[config.mk]
export PLATFORM = sky130hd
export DESIGN_NAME = spec_global_history_register
export DESIGN_NICKNAME = d
export VERILOG_FILES = /design/src/rtl/ghr_pkg.sv /design/src/rtl/ghr_pred_fifo.sv /design/src/rtl/spec_global_history_register.sv
export SDC_FILE = /design/constraint.sdc
export NUM_CORES = 1
export LEC_CHECK = 0
export ABC_CLOCK_PERIOD_IN_PS = 2600
export CAP_MARGIN = 20
export CELL_PAD_IN_SITES_DETAIL_PLACEMENT = 1
export CELL_PAD_IN_SITES_GLOBAL_PLACEMENT = 2
export CORE_MARGIN = 2
export CORE_UTILIZATION = 28
export CTS_CLUSTER_SIZE = 14
export DETAILED_ROUTE_END_ITERATION = 6
export GPL_TIMING_DRIVEN = 0
export HOLD_SLACK_MARGIN = 0.03
export MAX_ROUTING_LAYER = met4
export PLACE_DENSITY = 0.73
export SLEW_MARGIN = 0
export SYNTH_ARGS = -nofsm -noshare
export SYNTH_HDL_FRONTEND = slang
export SYNTH_SLANG_ARGS = --single-unit
[constraint.sdc]
create_clock -name clk -period 2.6 [get_ports clk]
set_clock_uncertainty 0.2 [all_clocks]
set_input_delay 0.52 -clock clk [delete_from_list [all_inputs] [get_ports clk]]
set_output_delay 0.52 -clock clk [all_outputs]
set_load 0.05 [all_outputs]
[src/rtl/ghr_pkg.sv]
// Shared types and helpers for the speculative global history register.
// Provides default history length / in-flight depth, the history type and
// the shift helper (newest direction enters the MSB).
package ghr_pkg;

  localparam int GHR_W_DEF        = 5;
  localparam int MAX_INFLIGHT_DEF = 4;

  typedef logic [GHR_W_DEF-1:0] ghr_t;

  // Newest branch direction enters at the MSB, oldest falls off the LSB.
  function automatic ghr_t ghr_shift(ghr_t h, logic b);
    return {b, h[GHR_W_DEF-1:1]};
  endfunction

endpackage

[src/rtl/ghr_pred_fifo.sv]
// 1-bit synchronous FIFO holding predicted directions of unresolved branches.
// Latency: push visible at o_dout/o_count the cycle after the push edge.
// Backpressure: caller must gate i_push with !o_full and i_pop with !o_empty.
// Ports: clk, rst_n (sync, active-low), i_push/i_din, i_pop/o_dout,
//        i_clear (drops all entries, wins over push/pop), o_count, o_full, o_empty.
module ghr_pred_fifo
  import ghr_pkg::*;
#(
  parameter int DEPTH = MAX_INFLIGHT_DEF
) (
  input  logic                       clk,
  input  logic                       rst_n,
  input  logic                       i_push,
  input  logic                       i_din,
  input  logic                       i_pop,
  input  logic                       i_clear,
  output logic                       o_dout,
  output logic [$clog2(DEPTH):0]     o_count,
  output logic                       o_full,
  output logic                       o_empty
);

  localparam int PTR_W = $clog2(DEPTH);

  // Pointers carry one extra wrap bit so full and empty are distinguishable
  // and the count falls out of a plain subtraction.
  logic [PTR_W:0]   r_wr_ptr;
  logic [PTR_W:0]   r_rd_ptr;
  logic [DEPTH-1:0] r_mem;

  always_ff @(posedge clk) begin
    if (!rst_n || i_clear) begin
      r_wr_ptr <= '0;
      r_rd_ptr <= '0;
    end else begin
      if (i_push) r_wr_ptr <= r_wr_ptr + 1'b1;
      if (i_pop)  r_rd_ptr <= r_rd_ptr + 1'b1;
    end
  end

  always_ff @(posedge clk) begin
    if (i_push) r_mem[r_wr_ptr[PTR_W-1:0]] <= i_din;
  end

  assign o_dout  = r_mem[r_rd_ptr[PTR_W-1:0]];
  assign o_count = r_wr_ptr - r_rd_ptr;
  assign o_full  = (o_count == (PTR_W+1)'(DEPTH));
  assign o_empty = (o_count == '0);

endmodule

[src/rtl/spec_global_history_register.sv]
// Speculative + architectural global branch history with in-order repair.
// Latency: all history/count/flag updates visible 1 cycle after the input edge.
// Backpressure: pred_ready drops when MAX_INFLIGHT branches are unresolved.
// Ports: pred_valid/pred_taken/pred_ready (prediction push), resolve_valid/
//        resolve_taken (in-order resolution), flush (squash all in-flight),
//        ghr_spec_idx, ghr_arch, mispredict (pulse), inflight_cnt, resolve_err.
// Option: define GHR_PERF_CNT_EN to add saturating perf_resolved/perf_mispred.
module spec_global_history_register
  import ghr_pkg::*;
#(
  parameter int GHR_W        = GHR_W_DEF,
  parameter int MAX_INFLIGHT = MAX_INFLIGHT_DEF
) (
  input  logic                            clk,
  input  logic                            rst_n,
  input  logic                            pred_valid,
  input  logic                            pred_taken,
  output logic                            pred_ready,
  input  logic                            resolve_valid,
  input  logic                            resolve_taken,
  input  logic                            flush,
  output logic [GHR_W-1:0]                ghr_spec_idx,
  output logic [GHR_W-1:0]                ghr_arch,
  output logic                            mispredict,
  output logic [$clog2(MAX_INFLIGHT):0]   inflight_cnt,
`ifdef GHR_PERF_CNT_EN
  output logic [15:0]                     perf_resolved,
  output logic [15:0]                     perf_mispred,
`endif
  output logic                            resolve_err
);

  // Width-generic version of the package shift rule.
  function automatic logic [GHR_W-1:0] shift_in(logic [GHR_W-1:0] h, logic b);
    return {b, h[GHR_W-1:1]};
  endfunction

  logic [GHR_W-1:0] r_spec;
  logic [GHR_W-1:0] r_arch;
  logic             r_mispredict;
  logic             r_resolve_err;

  logic             w_fifo_dout;
  logic             w_fifo_full;
  logic             w_fifo_empty;
  logic             w_pred_acc;
  logic             w_res;
  logic             w_mis;
  logic             w_squash;
  logic [GHR_W-1:0] w_arch_nxt;

  assign pred_ready = !w_fifo_full;
  assign w_pred_acc = pred_valid && pred_ready;
  assign w_res      = resolve_valid && !w_fifo_empty;
  assign w_mis      = w_res && (w_fifo_dout != resolve_taken);
  assign w_arch_nxt = w_res ? shift_in(r_arch, resolve_taken) : r_arch;
  // Mispredict and external flush repair identically: both restore the
  // speculative copy from the post-resolve architectural value.
  assign w_squash   = w_mis || flush;

  ghr_pred_fifo #(.DEPTH(MAX_INFLIGHT)) u_fifo (
    .clk     (clk),
    .rst_n   (rst_n),
    .i_push  (w_pred_acc && !w_squash),
    .i_din   (pred_taken),
    .i_pop   (w_res),
    .i_clear (w_squash),
    .o_dout  (w_fifo_dout),
    .o_count (inflight_cnt),
    .o_full  (w_fifo_full),
    .o_empty (w_fifo_empty)
  );

  always_ff @(posedge clk) begin
    if (!rst_n) begin
      r_spec        <= '0;
      r_arch        <= '0;
      r_mispredict  <= 1'b0;
      r_resolve_err <= 1'b0;
    end else begin
      r_arch       <= w_arch_nxt;
      r_mispredict <= w_mis;
      if (resolve_valid && w_fifo_empty) r_resolve_err <= 1'b1;
      if (w_squash)        r_spec <= w_arch_nxt;
      else if (w_pred_acc) r_spec <= shift_in(r_spec, pred_taken);
    end
  end

`ifdef GHR_PERF_CNT_EN
  logic [15:0] r_perf_resolved;
  logic [15:0] r_perf_mispred;

  always_ff @(posedge clk) begin
    if (!rst_n) begin
      r_perf_resolved <= '0;
      r_perf_mispred  <= '0;
    end else begin
      if (w_res && (r_perf_resolved != 16'hFFFF)) r_perf_resolved <= r_perf_resolved + 16'd1;
      if (w_mis && (r_perf_mispred  != 16'hFFFF)) r_perf_mispred  <= r_perf_mispred  + 16'd1;
    end
  end

  assign perf_resolved = r_perf_resolved;
  assign perf_mispred  = r_perf_mispred;
`endif

  assign ghr_spec_idx = r_spec;
  assign ghr_arch     = r_arch;
  assign mispredict   = r_mispredict;
  assign resolve_err  = r_resolve_err;

endmodule

* Word-level counts from Yosys, hierarchy flattened
Index checks and enable logic that the tools add are counted.
** Word-level totals
- Memory bits (read-only) :: 0
- Memories :: 0
- Flip-flop bits (word level) :: 22
- Bits in latches :: 0
- Bits in writable memories :: 0
- Input bits :: 7
- Output and inout bits :: 16
** Operators by class
- Div/mod/pow operators :: 0
- Add/subtract/negate cells :: 3
- Multipliers :: 0
- Shifts and indexed selects :: 0
- Magnitude comparators :: 3
- Reduce and logical (&&, ||, !) cells :: 14
- Equal/unequal tests :: 2
- Muxes and demuxes :: 8
- Bitwise operators :: 0
** Operators by type and width (number)
- $mux 5 :: 3
- $add 3x1->3 const B :: 2
- $logic_and 1x1->1 :: 6
- $lt 2x3->1 const B :: 2
- $bwmux 4 :: 1
- $logic_not 1->1 :: 4
- $eq 3x3->1 const B :: 1
- $logic_not 3->1 :: 1
- $sub 3x3->3 :: 1
- $bmux 1 s2 :: 1
- $demux 1 s2 :: 1
- $ge 2x1->1 const B :: 1
- $logic_or 1x1->1 :: 2
- $mux 1 :: 2
- $reduce_bool 2->1 :: 1
- $ne 1x1->1 :: 1

* Longest topological paths before layout
Gate-level depths: netlist of run 1.
- Word-level depth :: 8
- Gate-level depth with buffers :: 9
- Gate-level depth less buffers :: 8

* Cells and area by module
Synthesis of run 1 repeated with hierarchy kept, for this count alone.
** Second synthesis, totals
- Cells, all modules :: 100
- Area total of the unflattened synthesis :: 1084.8 µm²
** Modules (own cells, without submodules)
- ghr_pred_fifo :: area each 543.0 µm², instances 1, sequential area each 240.2 µm², cells each 45
- spec_global_history_register :: area each 541.8 µm², instances 1, sequential area each 240.2 µm², cells each 55

* Least setup slack after synthesis of run 1
No wires, ideal clock.
- Kind :: reg2out
- Start :: register u_fifo.r_wr_ptr[0]
- End :: output pred_ready
- Data arrival time :: 1895 ps
- Stages on the path, launching flop included :: 7
- Required time :: 1880 ps
- Slack :: -15 ps
- Path buffers :: 0
- Cells stage by stage :: dfxtp_1 inv_1 ha_1 fa_1 xnor3_1 inv_2 nand3_1
** Between the ends
- Word-level cells in the longest chain between the ends :: 3
** RTL lines
- start, declared :: RTL line ghr_pred_fifo.sv:27 : logic [PTR_W:0] r_wr_ptr;
- start signal, assigned :: RTL line ghr_pred_fifo.sv:36 : if (i_push) r_wr_ptr <= r_wr_ptr + 1'b1;
- $sub 3x3->3 :: RTL line ghr_pred_fifo.sv:46 : assign o_count = r_wr_ptr - r_rd_ptr;
- named net inflight_cnt[2] :: RTL line spec_global_history_register.sv:25 : output logic [$clog2(MAX_INFLIGHT):0] inflight_cnt,
- $eq 3x3->1 :: RTL line ghr_pred_fifo.sv:47 : assign o_full = (o_count == (PTR_W+1)'(DEPTH));
- $logic_not 1->1 :: RTL line spec_global_history_register.sv:52 : assign pred_ready = !w_fifo_full;
- end, declared :: RTL line spec_global_history_register.sv:18 : output logic pred_ready,
The timed path passes the listed nets, and every way through them passes these cells.

* Worst setup path in the final report of run 1
- Start :: register u_fifo.r_wr_ptr[0]
- End :: register r_spec[1], in the netlist ghr_spec_idx[1]
** Between the ends
- Word-level cells in the longest chain between the ends :: 7
- Elaborated cells between the ends (all ways) :: 12
- Those cells by class :: add/sub: 1; eq/ne: 1; mux: 2; reduce/logical: 8
** RTL lines
- $sub 3x3->3 (*) :: RTL line ghr_pred_fifo.sv:46
- $logic_not 3->1 :: RTL line ghr_pred_fifo.sv:48 : assign o_empty = (o_count == '0);
- $logic_not 1->1 :: RTL line spec_global_history_register.sv:54 : assign w_res = resolve_valid && !w_fifo_empty;
- $logic_and 1x1->1 :: RTL line spec_global_history_register.sv:54
- $logic_and 1x1->1 :: RTL line spec_global_history_register.sv:55 : assign w_mis = w_res && (w_fifo_dout != resolve_taken);
- $logic_or 1x1->1 :: RTL line spec_global_history_register.sv:59 : assign w_squash = w_mis || flush;
- $mux 5 or $reduce_bool 2->1 (tied branches)
- end signal, assigned :: RTL line spec_global_history_register.sv:84 : if (w_squash) r_spec <= w_arch_nxt;
- end signal, assigned :: RTL line spec_global_history_register.sv:85 : else if (w_pred_acc) r_spec <= shift_in(r_spec, pred_taken);
- end, declared :: RTL line spec_global_history_register.sv:38 : logic [GHR_W-1:0] r_spec;
Mark *: on every way between the ends. The rest lies on a longest branch, timed or not.
A chain may end at the register's enable or synchronous reset.

==> tab_implementation.tex, run 1 <==
\begin{tabular}{lr}
\hline
Metric & Value \\
\hline
\multicolumn{2}{l}{\textbf{Setup path}} \\
Crit Path Max Fanout & 10 \\
Data required, critical path & 2.56 ns \\
Critical Path AT & 2.49 ns \\
Buffers and inverters on the worst path & 3 \\
Element type at the critical path start & register \\
Top Family by Delay on Critical Path & adder cells \\
Startpoint-to-endpoint class of the critical path & reg -> reg \\
Highest cell delay on the worst timing path & 0.38 ns \\
Critical path cell sequence & inv\_2 > ha\_1 > fa\_2 > xnor3\_2 > inv\_4 > o21ai\_2 > buf\_6 > o21ai\_4 > mux2\_2 \\
Endpoint class of the critical path & register \\
Slowest cell on the critical path & sky130\_fd\_sc\_hd\_\_mux2\_2 \\
\multicolumn{2}{l}{\textbf{Global route}} \\
Number of antenna violations at the first check in global routing & 0 \\
Maximum number of pins on one net before global-route repair & 14 \\
Total global routing track utilization & 0.121 \\
Number of global-route vias before repair & 810 \\
First-pass GRT wire length & 3.85 mm \\
GRT Residual Overflow & 0 \\
\multicolumn{2}{l}{\textbf{Synthesis}} \\
Synthesis-stage register bit count & 22 \\
Syn\_nets & 113 \\
Sequential cell area fraction in the yosys report & 0.447 \\
Yosys warnings & 0 \\
Post-Synthesis Mean Instance Area & 10.9 um2 \\
Synth Instances & 99 \\
Netlist Area Pre-Place & 0.00107 mm2 \\
Count of cell types in the netlist & 27 \\
\multicolumn{2}{l}{\textbf{Floorplanning}} \\
Site Rows & 22 \\
Core area & 0.00369 mm2 \\
Starting density of the core & 0.291 \\
Die area & 0.00435 mm2 \\
Die span in x & 66.0 um \\
Vertical die dimension & 66.0 um \\
Number of I/O pins & 23 \\
\multicolumn{2}{l}{\textbf{CTS}} \\
Count of clock tree sinks & 22 \\
CTS H-Tree Depth & 1 \\
CTS buffer count & 3 \\
Buffers from clock root to sink, at most & 2 \\
Clock edge transition at the registers on the reported setup and hold paths & 0.08 ns \\
Clock tree from TritonCTS & done \\
Clock tree root driver cell & sky130\_fd\_sc\_hd\_\_clkbuf\_8 \\
Insertion delay to the later sink of the worst-skew pair & 0.26 ns \\
\multicolumn{2}{l}{\textbf{Cells and area}} \\
Leading cell type in the layout, fill and taps excluded & sky130\_fd\_sc\_hd\_\_clkdlybuf4s50\_1 \\
Filler Cell Count & 431 \\
Final antenna diode count & 0 \\
Area overhead of the layout relative to synthesis & 36.9\% \\
Commonest cells after routing, fill and taps aside & 18 x sky130\_fd\_sc\_hd\_\_clkdlybuf4s50\_1, 16 x sky130\_fd\_sc\_hd\_\_dfxtp\_1, 13 x sky130\_fd\_sc\_hd\_\_nand2\_1, 12 x sky130\_fd\_sc\_hd\_\_mux2i\_1, 8 x sky130\_fd\_sc\_hd\_\_nor2\_1 \\
Layout cells sized above 1 & 0.234 \\
Summed area of non-filler cells in the final layout & 0.00147 mm2 \\
Sequential cell area & 483 um2 \\
Area of the multi-input gates & 557 um2 \\
Post-layout net count & 143 \\
\multicolumn{2}{l}{\textbf{Outcome}} \\
Outcome & finished clean \\
\multicolumn{2}{l}{\textbf{Pwr}} \\
Worst VDD drop & 0.263 mV \\
Power density of the placed cells & 557 mW/mm2 \\
Leakage dissipation & 0.629 nW \\
\multicolumn{2}{l}{\textbf{Placement}} \\
Routability Congestion & 0.720 \\
IO Port Bufs & 22 \\
HPWL after DPL & 1.72 mm \\
Standard cell area after detailed placement & 0.00136 mm2 \\
\multicolumn{2}{l}{\textbf{Timing}} \\
Setup TNS & 0 ns \\
Final Max Slew Viols & 0 \\
Final-report setup violation count & 0 \\
Final clock period utilization by the worst path & 0.972 \\
Worst hold margin & 0.306 ns \\
Final hold violations & 0 \\
Clock period minus final worst setup slack & 2.53 ns \\
Normalized max-slew margin & 0.662 \\
Peak Freq & 396 MHz \\
Slew of the pin with the lowest slew margin & 0.505 ns \\
\multicolumn{2}{l}{\textbf{Detailed routing}} \\
Routed length on met2 & 1.11 mm \\
Detailed-routing iteration count for the pre-antenna-repair pass & 2 \\
Routed metal-1 wirelength & 1.09 mm \\
Routed WL per cell & 12.8 um \\
Detailed route wirelength on metal3 & 28 um \\
Starting DRC count in detailed routing & 13 \\
Vias per std cell & 4.38 \\
Vias after detailed routing & 771 \\
Total wirelength of the detailed-routed design & 2.26 mm \\
Number of design rule violations left after detail routing & 0 \\
Antenna Nets Post-Route & 0 \\
Highest layer used for signal routing & met4 \\
\multicolumn{2}{l}{\textbf{Run}} \\
Maxcap violations & 0 \\
\multicolumn{2}{l}{\textbf{Hold path}} \\
Hold WC Path Type & reg -> reg \\
\hline
\end{tabular}
==> cell usage after synthesis (all sizes together) <==
library cell   n  area share
xnor2          2       0.023
xnor3          1       0.021
a21oi          1      0.0047
edfxtp         4        0.11
dfxtp         18        0.34
mux4           1       0.021
ha             6       0.070
buf            2       0.017
nand3          1      0.0047
nor3           3       0.014
inv            9       0.031
mux2i         12        0.11
nor2b          1      0.0058
o21ai          3       0.028
nor3b          1      0.0070
nand2         13       0.045
xor2           3       0.024
nor2           8       0.028
o211ai         3       0.021
clkbuf         1      0.0035
fa             1       0.019
mux2           5       0.052
==> worst reg2reg max path: stages, from the launching register on <==
cell and delay, ns:
sky130_fd_sc_hd__dfxtp_2 0.36, sky130_fd_sc_hd__inv_2 0.06, sky130_fd_sc_hd__ha_1 0.19, sky130_fd_sc_hd__fa_2 0.34
sky130_fd_sc_hd__xnor3_2 0.27, sky130_fd_sc_hd__inv_4 0.10, sky130_fd_sc_hd__o21ai_2 0.07, sky130_fd_sc_hd__buf_6 0.15
sky130_fd_sc_hd__o21ai_4 0.31, sky130_fd_sc_hd__mux2_2 0.38
==> where the power goes <==
| group | switching (W) | internal, W | total [W] |
|---|---|---|---|
| Clock | 0.000114 | 0.000206 | 0.000320 |
| Sequential | 0.00000507 | 0.000355 | 0.000360 |
| Combinational | 0.0000839 | 0.0000559 | 0.000140 |
==> area by class of cell <==
class / instances / share of cell area
Timing Repair Buffer: 25 / 0.164
Clock buffer: 3 / 0.0281
Buffer: 3 / 0.0153
Tap cell: 48 / 0.0408
Clock inverter: 1 / 0.0204
Sequential cell: 22 / 0.328
Multi-Input combinational cell: 65 / 0.378
Inverter: 9 / 0.0247
==> per-stage QoR <==
| stage | std cells | util | setup slack, ns | total power [W] |
|---|---|---|---|---|
| 2_1_floorplan | 99 | - | 0.0600 | 0.000462 |
| 3_5_place_dp | 169 | 0.369 | -0.394 | 0.000505 |
| 6_report | 176 | 0.399 | 0.0718 | 0.000820 |
| 4_1_cts | 174 | 0.391 | 0.000838 | 0.000830 |
| 5_1_grt | 176 | 0.399 | -0.000957 | 0.000864 |
| 3_3_place_gp | 169 | 0.369 | -0.371 | 0.000503 |
==> routing by layer <==
layer,up-vias,global-route usage
met4,0,0.0459
met3,2,0.0153
met5,-,-
met1,372,0.159
met2,8,0.191
li1,389,-
==> worst paths after layout <==
check                      from  slack, ns         endpoint  depth (start not counted)
max          u_fifo.r_wr_ptr[0]       0.07  ghr_spec_idx[1]                          9
min                 ghr_arch[0]       0.31      ghr_arch[0]                          2
max reg2reg  u_fifo.r_wr_ptr[0]       0.07  ghr_spec_idx[1]                          9
min reg2reg         ghr_arch[0]       0.31      ghr_arch[0]                          2
==> repair_timing <==
action / 4_1_cts / 5_1_grt
pin swaps: 1 / 1
setup buffers: 1 / 2
gates resized for setup: 20 / 4
endpoints found under the hold margin: 0 / 0
hold buffers: 0 / 0
endpoints found under the setup margin: 18 / 17
==> sequential cells by signal (all words and copies together) (netlist names) <==
signal	flops
u_fifo.r_mem	4
u_fifo.r_rd_ptr	3
resolve_err	1
ghr_arch	5
mispredict	1
u_fifo.r_wr_ptr	3
ghr_spec_idx	5
==> kinds of logic after synthesis <==
kind of cell | Yosys count | share of synthesized area
AND/OR/NAND/NOR | 27 | 0.105
flip-flops | 22 | 0.447
multiplexers | 18 | 0.185
buffers and inverters | 12 | 0.0524
AO/OA/AOI/OAI | 7 | 0.0535
adder cells (fa/ha/maj) | 7 | 0.0885
XOR/XNOR | 6 | 0.0687
No activity file was read; power rests on OpenSTA's default activity.
==> inputs of run 2 (changes only) <==
--- a/config.mk
+++ b/config.mk
@@ -11,6 +11,7 @@
 export CELL_PAD_IN_SITES_GLOBAL_PLACEMENT = 2
 export CORE_MARGIN = 2
 export CORE_UTILIZATION = 28
+export CTS_BUF_LIST = sky130_fd_sc_hd__clkbuf_16
 export CTS_CLUSTER_SIZE = 14
 export DETAILED_ROUTE_END_ITERATION = 6
 export GPL_TIMING_DRIVEN = 0
==> run 2 against run 1 <==
- die area stayed put
- sequential power about the same
- hold slack got worse by 0.0036 ns
- largest power group is now clock
- sequential share of layout area is 0.71 points lower
==> tab_implementation.tex, run 2 (synthesis gave the netlist of run 1 again) <==
\begin{tabular}{lr}
\hline
Metric & Value \\
\hline
\multicolumn{2}{l}{\textbf{Placement}} \\
Routability Congestion & 0.720 \\
Setup Slack @ Placement & -0.394 ns \\
IO Port Bufs & 22 \\
HPWL after DPL & 1.72 mm \\
Cell count after placement & 169 \\
\multicolumn{2}{l}{\textbf{Cells and area}} \\
Number of cells in the finished layout apart from fillers & 177 \\
Area overhead of the layout relative to synthesis & 39.9\% \\
Final antenna diode count & 0 \\
Commonest cells after routing, fill and taps aside & 18 x sky130\_fd\_sc\_hd\_\_clkdlybuf4s50\_1, 16 x sky130\_fd\_sc\_hd\_\_dfxtp\_1, 12 x sky130\_fd\_sc\_hd\_\_nand2\_1, 12 x sky130\_fd\_sc\_hd\_\_mux2i\_1, 8 x sky130\_fd\_sc\_hd\_\_nor2\_1 \\
Post-layout net count & 144 \\
Leading cell type in the layout, fill and taps excluded & sky130\_fd\_sc\_hd\_\_clkdlybuf4s50\_1 \\
Filler Cell Count & 428 \\
Layout cells sized above 1 & 0.225 \\
\multicolumn{2}{l}{\textbf{Run}} \\
Maxcap violations & 0 \\
\multicolumn{2}{l}{\textbf{Floorplanning}} \\
Die area & 0.00435 mm2 \\
Core area & 0.00369 mm2 \\
Die span in x & 66.0 um \\
Number of I/O pins & 23 \\
Site Rows & 22 \\
Starting density of the core & 0.291 \\
Vertical die dimension & 66.0 um \\
\multicolumn{2}{l}{\textbf{Global route}} \\
GRT Residual Overflow & 0 \\
First-pass GRT wire length & 3.98 mm \\
Maximum number of pins on one net before global-route repair & 14 \\
Number of antenna violations at the first check in global routing & 0 \\
Total global routing track utilization & 0.127 \\
Number of global-route vias before repair & 806 \\
\multicolumn{2}{l}{\textbf{CTS}} \\
Clock edge transition at the registers on the reported setup and hold paths & 0.06 ns \\
Cts-stage hold buffer count & 0 \\
CTS H-Tree Depth & 1 \\
Clock tree root driver cell & sky130\_fd\_sc\_hd\_\_clkbuf\_16 \\
CTS buffer count & 3 \\
Clock tree from TritonCTS & done \\
Count of clock tree sinks & 22 \\
Buffers from clock root to sink, at most & 2 \\
Insertion delay to the later sink of the worst-skew pair & 0.25 ns \\
\multicolumn{2}{l}{\textbf{Timing}} \\
Final worst slack & 0.0338 ns \\
Normalized max-slew margin & 0.662 \\
Final-report setup violation count & 0 \\
Final Max Slew Viols & 0 \\
Setup TNS & 0 ns \\
Clock period minus final worst setup slack & 2.57 ns \\
Final clock period utilization by the worst path & 0.987 \\
Worst hold margin & 0.302 ns \\
Peak Freq & 390 MHz \\
Slew of the pin with the lowest slew margin & 0.505 ns \\
Final hold violations & 0 \\
\multicolumn{2}{l}{\textbf{Setup path}} \\
Element type at the critical path start & register \\
Cell count of the worst reg-to-reg path & 9 \\
Register-to-register setup slack & 0.13 ns \\
Worst setup endpoint & pred\_ready \\
Worst r2r dst & ghr\_spec\_idx[1] \\
Data required, critical path & 1.88 ns \\
Startpoint-to-endpoint class of the critical path & reg -> out \\
Launch point of the worst reg-to-reg path & u\_fifo.r\_wr\_ptr[0] \\
Crit Path Max Fanout & 5 \\
Endpoint class of the critical path & output pin \\
Critical Path AT & 1.85 ns \\
Critical Path Source & u\_fifo.r\_wr\_ptr[0] \\
\multicolumn{2}{l}{\textbf{Pwr}} \\
Gate power share & 0.153 \\
Psw & 0.000219 W \\
Switching part of the total & 0.234 \\
Worst VDD drop & 0.351 mV \\
Cell-internal power & 0.000717 W \\
Leakage dissipation & 0.643 nW \\
Total power after layout & 0.000936 W \\
Power density of the placed cells & 623 mW/mm2 \\
Sequential power share & 0.385 \\
Clock network power share & 0.462 \\
\multicolumn{2}{l}{\textbf{Detailed routing}} \\
Starting DRC count in detailed routing & 23 \\
Detailed route wirelength on metal3 & 35 um \\
Routed WL per cell & 13.5 um \\
Routed length on met2 & 1.22 mm \\
Antenna Nets Post-Route & 0 \\
Vias after detailed routing & 787 \\
Routed metal-1 wirelength & 1.12 mm \\
Total wirelength of the detailed-routed design & 2.40 mm \\
Number of design rule violations left after detail routing & 0 \\
Highest layer used for signal routing & met4 \\
Vias per std cell & 4.45 \\
Detailed-routing iteration count for the pre-antenna-repair pass & 4 \\
\multicolumn{2}{l}{\textbf{Outcome}} \\
Outcome & finished clean \\
\multicolumn{2}{l}{\textbf{Hold path}} \\
Hold WC Path Type & reg -> reg \\
\hline
\end{tabular}
run 2: changes by cell type in the layout (fill, tap and decap cells not counted), sizes merged:
cell	change
buf	-1
clkbuf	+1
o21ai	+1
run 2: worst min path at each step:
stage          slack (ns)  cells after the start            endpoint          startpoint
2_1_floorplan        0.28                      2  u_fifo.r_wr_ptr[2]  u_fifo.r_wr_ptr[2]
3_3_place_gp         0.28                      2         resolve_err         resolve_err
3_5_place_dp         0.30                      2         resolve_err         resolve_err
4_1_cts              0.32                      2         resolve_err         resolve_err
5_1_grt              0.36                      2         ghr_arch[1]         ghr_arch[2]
6_report             0.30                      2         ghr_arch[0]         ghr_arch[0]
run 2: through the flow:
stage	area (um2)	utilization
after detailed placement	1360	0.369
after global placement	1360	0.369
final	1500	0.408
after global routing	1500	0.408
after CTS	1480	0.400
after floorplan	1080	-
run 2: timing repair:
action,4_1_cts,5_1_grt
setup buffers,1,2
gates cloned,1,0
gates resized for setup,15,7
pin swaps,2,0
endpoints found under the setup margin,18,12
run 2: worst max-delay path, stage by stage (launching register included):
cell and delay, ns:
sky130_fd_sc_hd__dfxtp_2 0.35, sky130_fd_sc_hd__inv_2 0.06, sky130_fd_sc_hd__ha_1 0.19, sky130_fd_sc_hd__fa_1 0.37, sky130_fd_sc_hd__xnor3_2 0.27, sky130_fd_sc_hd__inv_4 0.10, sky130_fd_sc_hd__nand3_2 0.09, sky130_fd_sc_hd__buf_6 0.16
run 2: power by group through the flow:
stage / logic [W] / clock network (W) / registers, W
after floorplan: 0.0000773 / 0 / 0.000384
after global placement: 0.000135 / 0 / 0.000368
after detailed placement: 0.000137 / 0 / 0.000368
after CTS: 0.000140 / 0.000441 / 0.000360
after global routing: 0.000155 / 0.000466 / 0.000362
final: 0.000143 / 0.000433 / 0.000361
run 2: routing by layer:
layer | vias to the layer above | track usage
li1 | 394 | -
met5 | - | -
met2 | 10 | 0.201
met1 | 381 | 0.164
met4 | 0 | 0.0383
met3 | 2 | 0.0256
run 2: final cells by class:
class	count	area (um2)	share of cell area
buffer	3	22.5	0.0150
timing repair buffer	25	241	0.161
multi-input combinational	66	556	0.369
clock buffer	3	75.1	0.0499
clock inverter	1	30.0	0.0200
inverter	9	36.3	0.0241
sequential	22	483	0.321
tap	48	60.1	0.0399
==> RTL edit: new RTL, config.mk and constraints of run 2 <==
Register the output `inflight_cnt`; this adds one clock of latency there. The other outputs are not delayed to match.
--- a/src/rtl/spec_global_history_register.sv
+++ b/src/rtl/spec_global_history_register.sv
@@ -29,6 +29,8 @@
 `endif
   output logic                            resolve_err
 );
+
+  logic [$clog2(MAX_INFLIGHT):0] inflight_cnt_d;
 
   // Width-generic version of the package shift rule.
   function automatic logic [GHR_W-1:0] shift_in(logic [GHR_W-1:0] h, logic b);
@@ -66,7 +68,7 @@
     .i_pop   (w_res),
     .i_clear (w_squash),
     .o_dout  (w_fifo_dout),
-    .o_count (inflight_cnt),
+    .o_count (inflight_cnt_d),
     .o_full  (w_fifo_full),
     .o_empty (w_fifo_empty)
   );
@@ -109,5 +111,9 @@
   assign mispredict   = r_mispredict;
   assign resolve_err  = r_resolve_err;
 
+  always_ff @(posedge clk) begin
+    inflight_cnt <= inflight_cnt_d;
+  end
+
 endmodule
 
Formal check against the unedited RTL: not equivalent (a bounded check fails within 4 cycles, from zero or initial values and one cycle with rst_n low).
==> RTL edit against run 2 <==
Sequential cell count is 3 higher; setup slack improved by 0.050 ns; final area grew 4.4%; routed wire length is 3.4% higher; area after synthesis up 5.6%; total power decreased by 4.1%; hold slack got worse by 0.0059 ns; critical endpoint unchanged; largest power group is now sequential cells.
==> RTL edit: results (changes against run 2) <==
Post-synth top cells = dfxtp_1, nand2_1, mux2i_1 (unchanged)
cts hold-fix bufs = 0 (unchanged)
YS warnings = 0 (unchanged)
Final #Nets = 149 (was 144)
CTS Buffer Depth = 2 (unchanged)
pin count of the biggest net entering global routing = 14 (unchanged)
VDD IR max = 0.201 mV (was 0.351 mV)
R2R depth = 8 (was 9)
CTS Buf Count = 3 (unchanged)
post-synthesis mux area share = 17.5% (was 18.5%)
first-pass GRT wire length = 3850 um (was 3980 um)
LEAKAGE = 0.669 nW (was 0.643 nW)
initial antenna violation count = 0 (unchanged)
DRC = 0 (unchanged)
post-synth cell types = 27 (unchanged)
share of cells above drive strength 1 = 21.6% (was 22.5%)
met2 WL post-DR = 1240 um (was 1220 um)
Vias = 836 (was 787)
Synth Area in XOR/XNOR = 6.50% (was 6.87%)
initial DRC count = 32 (was 23)
Reg clk slew, reported paths = 0.06 ns (about the same)
clock root buffer master = clkbuf_16 (unchanged)
Worst-Skew Late Latency = 0.26 ns
ys async rst share = 0% (unchanged)
Pre-antenna DRT Iters = 4 (unchanged)
H-tree Lvls = 1 (unchanged)
Crit Path Max Fanout = 4 (was 5)
RePlAce Congestion = 0.777 (was 0.720)
Slew HR = 65.9% (was 66.2%)
Total GRT Usage = 12.1% (was 12.7%)
register area share after synthesis = 47.6% (was 44.7%)
outcome = completed (unchanged)
Post-synth EDFFs = 4 (unchanged)
top sig layer = met4 (unchanged)
vias in the first global route = 797 (was 806)
Compound-Gate Fraction of Synth Area = 5.07% (was 5.36%)
Synth Area in Adders = 8.38% (was 8.85%)
# port buffers = 22 (unchanged)
DP Worst Slack = -0.422 ns (was -0.394 ns)
antenna diode count = 0 (unchanged)
Syn Nets = 116 (was 113)
WHS Path Cells = 2 (unchanged)
Final HPWL DP = 1750 um (was 1720 um)
GRT overflow = 0 (unchanged)
arrival time at the worst endpoint = 1.80 ns (was 1.85 ns)
M1 WL = 1110 um (was 1120 um)
final WL = 2480 um (was 2400 um)
Min-Delay Path Class = register to register (unchanged)
Synth area leaders = dfxtp_1, mux2i_1, edfxtp_1 (unchanged)
# fillers = 441 (was 428)
metal3 WL = 71 um (was 35 um)
RTL edit: cell count changes after synthesis:
cell and change:
dfxtp_1 +3
RTL edit: where the power goes:
part           leakage, nW  internal (W)  switching, W
sequential           0.207      0.000405    0.00000543
clock               0.0423      0.000206      0.000133
combinational        0.420     0.0000600     0.0000889
total                0.669      0.000670      0.000227
RTL edit: area by class of cell:
cell class	instances	share of cell area [%]
Tap cell	50	3.98
Sequential cell	25	34.6
Multi-Input combinational cell	66	36.1
Buffer	3	1.43
Clock buffer	3	4.78
Inverter	9	2.15
Timing Repair Buffer	27	16.7
Clock inverter	1	0.239
RTL edit: per-stage QoR:
stage	utilization, %	std cells	instance area, um^2	hold slack (ns)	TNS, ns
CTS	38.4	180	1510	0.301	0
floorplan	-	102	1130	0.281	0
global placement	36.0	174	1420	0.278	-0.365
detailed placement	36.0	174	1420	0.284	-0.543
finish	39.8	184	1570	0.296	0
global route	39.8	184	1570	0.344	-0.000357
RTL edit: path summary, 6_finish.rpt:
path	start	end	slack (ns)
hold reg to reg	resolve_err	resolve_err	0.30
setup / recovery	u_fifo.r_wr_ptr[0]	pred_ready	0.08
hold / removal	resolve_err	resolve_err	0.30
setup reg to reg	u_fifo.r_wr_ptr[0]	u_fifo.r_mem[1]	0.16
RTL edit: repair_timing:
item	in CTS	in global routing
resized for setup	8	7
gates cloned	0	1
buffers inserted	2	3
pin swaps	0	2
setup endpoints to repair	7	15
RTL edit: worst max-delay path, stage by stage (launching register included):
cell	delay [ns]
dfxtp_2	0.34
inv_2	0.06
ha_1	0.19
fa_1	0.37
xnor3_1	0.22
inv_2	0.10
nand3_2	0.10
buf_8	0.16
RTL edit: metal layers:
metal  track usage (%)  vias to the layer above
met5                 -                        -
met4              6.12                        0
met3              2.67                        5
met2              17.5                       13
met1              15.8                      411
li1                  -                      407
